$ cat config.mk
export PLATFORM = sky130hd
export DESIGN_NAME = multicycle_ctrl
export DESIGN_NICKNAME = d
export VERILOG_FILES = /design/src/rtl/multicycle_ctrl.sv
export SDC_FILE = /design/constraint.sdc
export NUM_CORES = 1
export LEC_CHECK = 0
export CORE_ASPECT_RATIO = 1.4
export CORE_MARGIN = 2
export CORE_UTILIZATION = 48
export DETAILED_ROUTE_END_ITERATION = 7
export PLACE_DENSITY = 0.81
export SYNTH_ARGS = -nofsm -noshare
export SYNTH_HDL_FRONTEND = slang
export SYNTH_SLANG_ARGS = --single-unit
$ cat constraint.sdc
create_clock -name clk -period 2.5 [get_ports clk]
set_input_delay 0.25 -clock clk [delete_from_list [all_inputs] [get_ports clk]]
set_output_delay 0.25 -clock clk [all_outputs]
set_load 0.005 [all_outputs]
$ cat src/rtl/multicycle_ctrl.sv
// Multicycle control FSM for the Hydra integer datapath.
// Sequences FETCH -> DECODE -> EXEC -> (MEM) -> (WB) and decodes datapath
// strobes from the current state and the captured instruction word.
module multicycle_ctrl #(
   parameter int unsigned CNT_W       = 32,
   parameter int unsigned MEM_TIMEOUT = 16
) (
   input  logic             clk,
   input  logic             rst_n,
   input  logic             imem_valid,
   output logic             imem_ready,
   input  logic [31:0]      ins,
   input  logic             br_taken,
   input  logic             dmem_ack,
   output logic             dmem_req,
   output logic             dmem_we,
   output logic             ir_we,
   output logic             alu_src_imm,
   output logic [3:0]       alu_ctl,
   output logic             reg_we,
   output logic             wb_sel,
   output logic             pc_we,
   output logic             pc_sel,
   output logic             illegal,
   output logic             bus_err,
   output logic [CNT_W-1:0] retire_cnt
);

   typedef enum logic [2:0] {
      S_FETCH, S_DECODE, S_EXEC, S_MEM, S_WB, S_TRAP
   } state_t;

   localparam logic [6:0] OPC_OPIMM  = 7'd19;
   localparam logic [6:0] OPC_OP     = 7'd51;
   localparam logic [6:0] OPC_LOAD   = 7'd3;
   localparam logic [6:0] OPC_STORE  = 7'd35;
   localparam logic [6:0] OPC_BRANCH = 7'd99;

   localparam int unsigned     TO_W    = $clog2(MEM_TIMEOUT + 1);
   localparam logic [TO_W-1:0] TO_LAST = TO_W'(MEM_TIMEOUT - 1);

   state_t          state, state_nxt;
   logic [31:0]     ir;
   logic [TO_W-1:0] to_cnt;
   logic            to_clr, to_inc;
   logic            set_illegal, set_bus_err;
   logic            legal;
   logic [3:0]      alu_ctl_dec;
   logic            unused_ir_bits;

   logic [6:0] opcode;
   logic [2:0] funct3;
   logic [6:0] funct7;
   logic       is_opimm, is_op, is_load, is_store, is_branch;

   assign opcode    = ir[6:0];
   assign funct3    = ir[14:12];
   assign funct7    = ir[31:25];
   assign is_opimm  = (opcode == OPC_OPIMM);
   assign is_op     = (opcode == OPC_OP);
   assign is_load   = (opcode == OPC_LOAD);
   assign is_store  = (opcode == OPC_STORE);
   assign is_branch = (opcode == OPC_BRANCH);

   // Register specifiers and immediates are consumed by the datapath, not here.
   assign unused_ir_bits = ^{ir[24:15], ir[11:7]};

   // Instruction legality from opcode, funct3 and funct7
   always_comb begin
      legal = 1'b0;
      unique case (1'b1)
         is_opimm: begin
            if (funct3 == 3'd1)      legal = (funct7 == 7'b0000000);
            else if (funct3 == 3'd5) legal = (funct7 == 7'b0000000) || (funct7 == 7'b0100000);
            else                     legal = 1'b1;
         end
         is_op:     legal = (funct7 == 7'b0000000) ||
                            ((funct7 == 7'b0100000) && ((funct3 == 3'd0) || (funct3 == 3'd5)));
         is_load:   legal = (funct3 != 3'd3) && (funct3 != 3'd6) && (funct3 != 3'd7);
         is_store:  legal = (funct3 <= 3'd2);
         is_branch: legal = (funct3 != 3'd2) && (funct3 != 3'd3);
         default:   legal = 1'b0;
      endcase
   end

   // ALU operation selected by instruction class
   always_comb begin
      alu_ctl_dec = '0;
      if (is_op)          alu_ctl_dec = {ir[30], funct3};
      else if (is_opimm)  alu_ctl_dec = {(funct3 == 3'd5) & ir[30], funct3};
      else if (is_branch) alu_ctl_dec = 4'b1000;
   end

   // Next-state and strobe decode
   always_comb begin
      state_nxt   = state;
      imem_ready  = 1'b0;
      ir_we       = 1'b0;
      dmem_req    = 1'b0;
      dmem_we     = 1'b0;
      alu_src_imm = 1'b0;
      alu_ctl     = '0;
      reg_we      = 1'b0;
      wb_sel      = 1'b0;
      pc_we       = 1'b0;
      pc_sel      = 1'b0;
      to_clr      = 1'b0;
      to_inc      = 1'b0;
      set_illegal = 1'b0;
      set_bus_err = 1'b0;
      unique case (state)
         S_FETCH: begin
            imem_ready = 1'b1;
            ir_we      = imem_valid;
            if (imem_valid) state_nxt = S_DECODE;
         end
         S_DECODE: begin
            if (legal) begin
               state_nxt = S_EXEC;
            end else begin
               set_illegal = 1'b1;
               state_nxt   = S_TRAP;
            end
         end
         S_EXEC: begin
            alu_src_imm = is_opimm | is_load | is_store;
            alu_ctl     = alu_ctl_dec;
            if (is_branch) begin
               pc_we     = 1'b1;
               pc_sel    = br_taken;
               state_nxt = S_FETCH;
            end else if (is_op || is_opimm) begin
               state_nxt = S_WB;
            end else if (is_load || is_store) begin
               to_clr    = 1'b1;
               state_nxt = S_MEM;
            end else begin
               state_nxt = S_TRAP;
            end
         end
         S_MEM: begin
            dmem_req    = 1'b1;
            dmem_we     = is_store;
            alu_src_imm = 1'b1;
            alu_ctl     = alu_ctl_dec;
            // ack is tested before expiry so a last-cycle ack still completes
            if (dmem_ack) begin
               if (is_store) begin
                  pc_we     = 1'b1;
                  state_nxt = S_FETCH;
               end else begin
                  state_nxt = S_WB;
               end
            end else if (to_cnt == TO_LAST) begin
               set_bus_err = 1'b1;
               state_nxt   = S_TRAP;
            end else begin
               to_inc = 1'b1;
            end
         end
         S_WB: begin
            reg_we    = 1'b1;
            wb_sel    = is_load;
            pc_we     = 1'b1;
            state_nxt = S_FETCH;
         end
         S_TRAP: state_nxt = S_TRAP;
         default: state_nxt = S_TRAP;
      endcase
   end

   // State register
   always_ff @(posedge clk or negedge rst_n) begin
      if (!rst_n) state <= S_FETCH;
      else        state <= state_nxt;
   end

   // Instruction register capture
   always_ff @(posedge clk or negedge rst_n) begin
      if (!rst_n)     ir <= '0;
      else if (ir_we) ir <= ins;
   end

   // MEM wait-cycle counter
   always_ff @(posedge clk or negedge rst_n) begin
      if (!rst_n)      to_cnt <= '0;
      else if (to_clr) to_cnt <= '0;
      else if (to_inc) to_cnt <= to_cnt + TO_W'(1);
   end

   // Sticky trap flags
   always_ff @(posedge clk or negedge rst_n) begin
      if (!rst_n) begin
         illegal <= 1'b0;
         bus_err <= 1'b0;
      end else begin
         if (set_illegal) illegal <= 1'b1;
         if (set_bus_err) bus_err <= 1'b1;
      end
   end

   // Retired-instruction counter, one count per PC update
   always_ff @(posedge clk or negedge rst_n) begin
      if (!rst_n)     retire_cnt <= '0;
      else if (pc_we) retire_cnt <= retire_cnt + CNT_W'(1);
   end

endmodule

==> key figures <==
STA
  – Final setup fails: 0
  – Period utilization: between 90% and 100%
  – Relative slew margins: 64.9%
  – Peak clock frequency supported by timing: 424 MHz
  – Worst-margin pin slew: 524 ps
  – Unrepaired setup endpoints after global routing: no
  – Final setup skew: 7.42 ps
  – Final Critical Period: 2360 ps
  – TNS Setup: 0 ps
  – Number of hold-slack violations in the final timing report: 0
  – Max-slew violation count: 0

CTS
  – CTS Root Buffer Type: clkbuf_8
  – Bufs on Longest Clock Path: 2
  – H-tree Lvls: 3
  – Number of buffers inserted during clock tree synthesis: 9
  – Clock sinks: 59
  – Clock tree from TritonCTS: done
  – Clock transition at the registers of the reported paths: 60 ps
  – Worst-Skew Late Latency: 340 ps

Die
  – Placement row count: 34
  – Vertical extent of the die: 97.5 um
  – Core Footprint: approximately 0.0061 mm^2
  – Initial core utilization: 48.9%
  – Die width: 70.8 um
  – Top-level I/O count: 84
  – Total Die Area: roughly 0.007 mm^2

Yosys
  – Synthesized Nets: 320
  – Most used flip-flop cell after synthesis: dfrtp_1
  – Cell count after synthesis: 280
  – Ys Warns: 0
  – Register area share after synthesis: 49.3%
  – Unique masters post-synth: 50
  – Avg Cell Area, Syn: between 10 and 15 um^2
  – EDFF count, synth: 0
  – Synthesized area: between 0.002 and 0.003 mm^2
  – Flip-flop and latch count after synthesis: 59
  – Asr flop ratio synth: 100%

Flow run
  – Maximum capacitance violations: 0

Global route
  – Number of antenna violations at the first check in global routing: 0
  – Global-route wire length before repair: around 11,000 um
  – Largest net degree at the start of global routing: 37
  – Number of global-route vias before repair: 2,387
  – All-Layer GR Usage: between 20% and 30%
  – Sum of overflow across all layers after global routing: 0

Drt
  – Count of TritonRoute iterations in the first routing pass: 4
  – Number of vias after detailed routing: 2,423
  – Iteration-0 DRC count of the detailed router: 94
  – Wire length reported by the detailed router: roughly 6600 um
  – Number of design rule violations left after detail routing: 0
  – Post-detailed-route via-to-cell ratio: ~5.5
  – Number of nets with antenna violations after detailed routing: 0
  – Drt wl/cell: 15.1 um

Power
  – Static leakage: 1.69 nW
  – Peak supply drop: just under 600 uV
  – Power per cell area: 728 mW/mm^2

Final layout
  – Finished Core Util: 65.2%
  – Nets: 400
  – Layout Cells excl Fill: around 440
  – Area added between synthesis and finish: 33.3%
  – Highest-count cells in the layout ignoring fill and taps: 67 x clkdlybuf4s50_1, 59 x dfrtp_1, 24 x nor2_1, 21 x nand2_1, 20 x xnor2_1
  – Leading cell type in the layout, fill and taps excluded: clkdlybuf4s50_1
  – FF+latch area: 0.00148 mm^2
  – Proportion of layout cells with a drive suffix above 1: between 10% and 20%
  – Antenna diode count: 0
  – Number of inserted filler cells in the final layout: 493
  – Multi-input gate area: 0.00146 mm^2
  – Cell area after layout: 0.00399 mm^2

Critical path
  – Category of the worst setup path launch point: flop
  – Arrival @ worst endpoint: ~2100 ps
  – Class of the most critical setup path: flop to output port
  – Data required, critical path: roughly 2300 ps
  – Kind of capture point of the worst setup path: output port
  – Critical path peak fanout: 16

Placement
  – RD Place Congestion: 0.909
  – Count of input and output buffers: slightly below 70
  – Placed instance count: 420
  – HPWL after DPL: 4870 um
  – Placed cell area: about 0.0038 mm^2

Outcome
  – Status: completed

Min path
  – Min-delay worst type: primary input to async pin
[path summary, 6_finish.rpt]
check,depth (start not counted),to,start,slack [ps]
max,4,pc_we,state[0]$_DFFE_PN0P_,140
min,2,ir[14]$_DFFE_PN0P_,rst_n,250
max reg2reg,7,to_cnt[3]$_DFFE_PN0P_,to_cnt[0]$_DFFE_PN0P_,420
min reg2reg,1,retire_cnt[31]$_DFFE_PN0P_,retire_cnt[31]$_DFFE_PN0P_,470
max in group asynchronous,3,retire_cnt[12]$_DFFE_PN0P_,rst_n,1620
min in group clk,1,retire_cnt[31]$_DFFE_PN0P_,retire_cnt[31]$_DFFE_PN0P_,470
[power breakdown]
part / internal (mW) / total (mW) / leakage (nW) / switching [mW]
clock network: 0.482 / 0.850 / 0.0991 / 0.368
logic: 0.393 / 0.682 / 0.837 / 0.289
registers: 1.14 / 1.37 / 0.749 / 0.234
total: 2.02 / 2.91 / 1.69 / 0.891
[synthesized netlist by cell type, types with 2 or more instances]
| library cell | n | area (um^2) |
|---|---|---|
| buf_2 | 2 | 10.0 |
| nor2_1 | 24 | 90.1 |
| nand3b_1 | 2 | 15.0 |
| inv_1 | 9 | 33.8 |
| mux2_2 | 17 | 191 |
| nand4_1 | 13 | 81.3 |
| o2111ai_2 | 2 | 30.0 |
| a31o_2 | 2 | 17.5 |
| nand3_1 | 10 | 50.1 |
| nor4_1 | 3 | 18.8 |
| clkbuf_1 | 4 | 15.0 |
| and3_1 | 5 | 31.3 |
| nor3_2 | 2 | 20.0 |
| nor2b_1 | 6 | 37.5 |
| or3_1 | 2 | 12.5 |
| o21ai_0 | 7 | 35.0 |
| xnor2_1 | 20 | 175 |
| dfrtp_1 | 59 | 1480 |
| xor2_1 | 15 | 131 |
| ha_1 | 3 | 37.5 |
| nand2b_1 | 5 | 31.3 |
| nor3_1 | 10 | 50.1 |
| a21oi_1 | 7 | 35.0 |
| nand2_1 | 21 | 78.8 |
| and4_1 | 2 | 17.5 |
| nor4_2 | 3 | 37.5 |
| o22ai_1 | 2 | 12.5 |
[kinds of logic (layout without fill, tap and decap cells)]
group                      count (synthesis)  in the layout  synth area share [%]
AOI/OAI and AO/OA                         33             33                  8.27
xor gates and xnor gates                  35             35                  10.2
adders and majority gates                  3              3                  1.25
DFF                                       59             59                  49.3
muxes                                     18             18                  6.72
buffers and inverters                     16            101                  2.21
and+or+nand+nor                          116            116                  22.0
[worst max-delay path, stage by stage, from the launching register on]
cell and delay (ps):
dfrtp_1 630, and3b_1 260, o2111ai_2 190, nand2_1 170
clkdlybuf4s50_1 520
[layer usage]
metal | GRT usage, % | share of wire (%)
met5 | 0 | 0
met4 | 8.27 | 2.2
met3 | 4.98 | 3.5
met2 | 35.7 | 55
met1 | 24.0 | 40
[registers in the layout, indices dropped and copies added, names as in the netlist]
register,cells
ir,17
illegal,1
retire_cnt,32
to_cnt,5
state,3
bus_err,1
[cell type report]
type | instances | area share, %
Sequential cell | 59 | 37.0
Multi-Input combinational cell | 205 | 36.6
Timing Repair Buffer | 76 | 18.5
Clock buffer | 11 | 3.54
Tap cell | 72 | 2.26
Clock inverter | 5 | 1.32
Inverter | 9 | 0.846
[stage by stage]
step	hold WS, ps	power, mW	worst slack [ps]
after floorplan	-45.6	1.77	617
after global placement	63.0	2.03	393
after detailed placement	63.2	2.06	397
after CTS	238	2.91	86.2
after global routing	254	3.08	32.5
final	249	2.91	143
[repair_timing]
item                                    in CTS  in global routing
buffers inserted                             0                  0
gates resized for setup                      0                  2
endpoints found under the setup margin       0                  2
hold endpoints to repair                    23                  0
hold buffers                                 1                  0
Note: power is estimated with default switching activity, not from simulation.
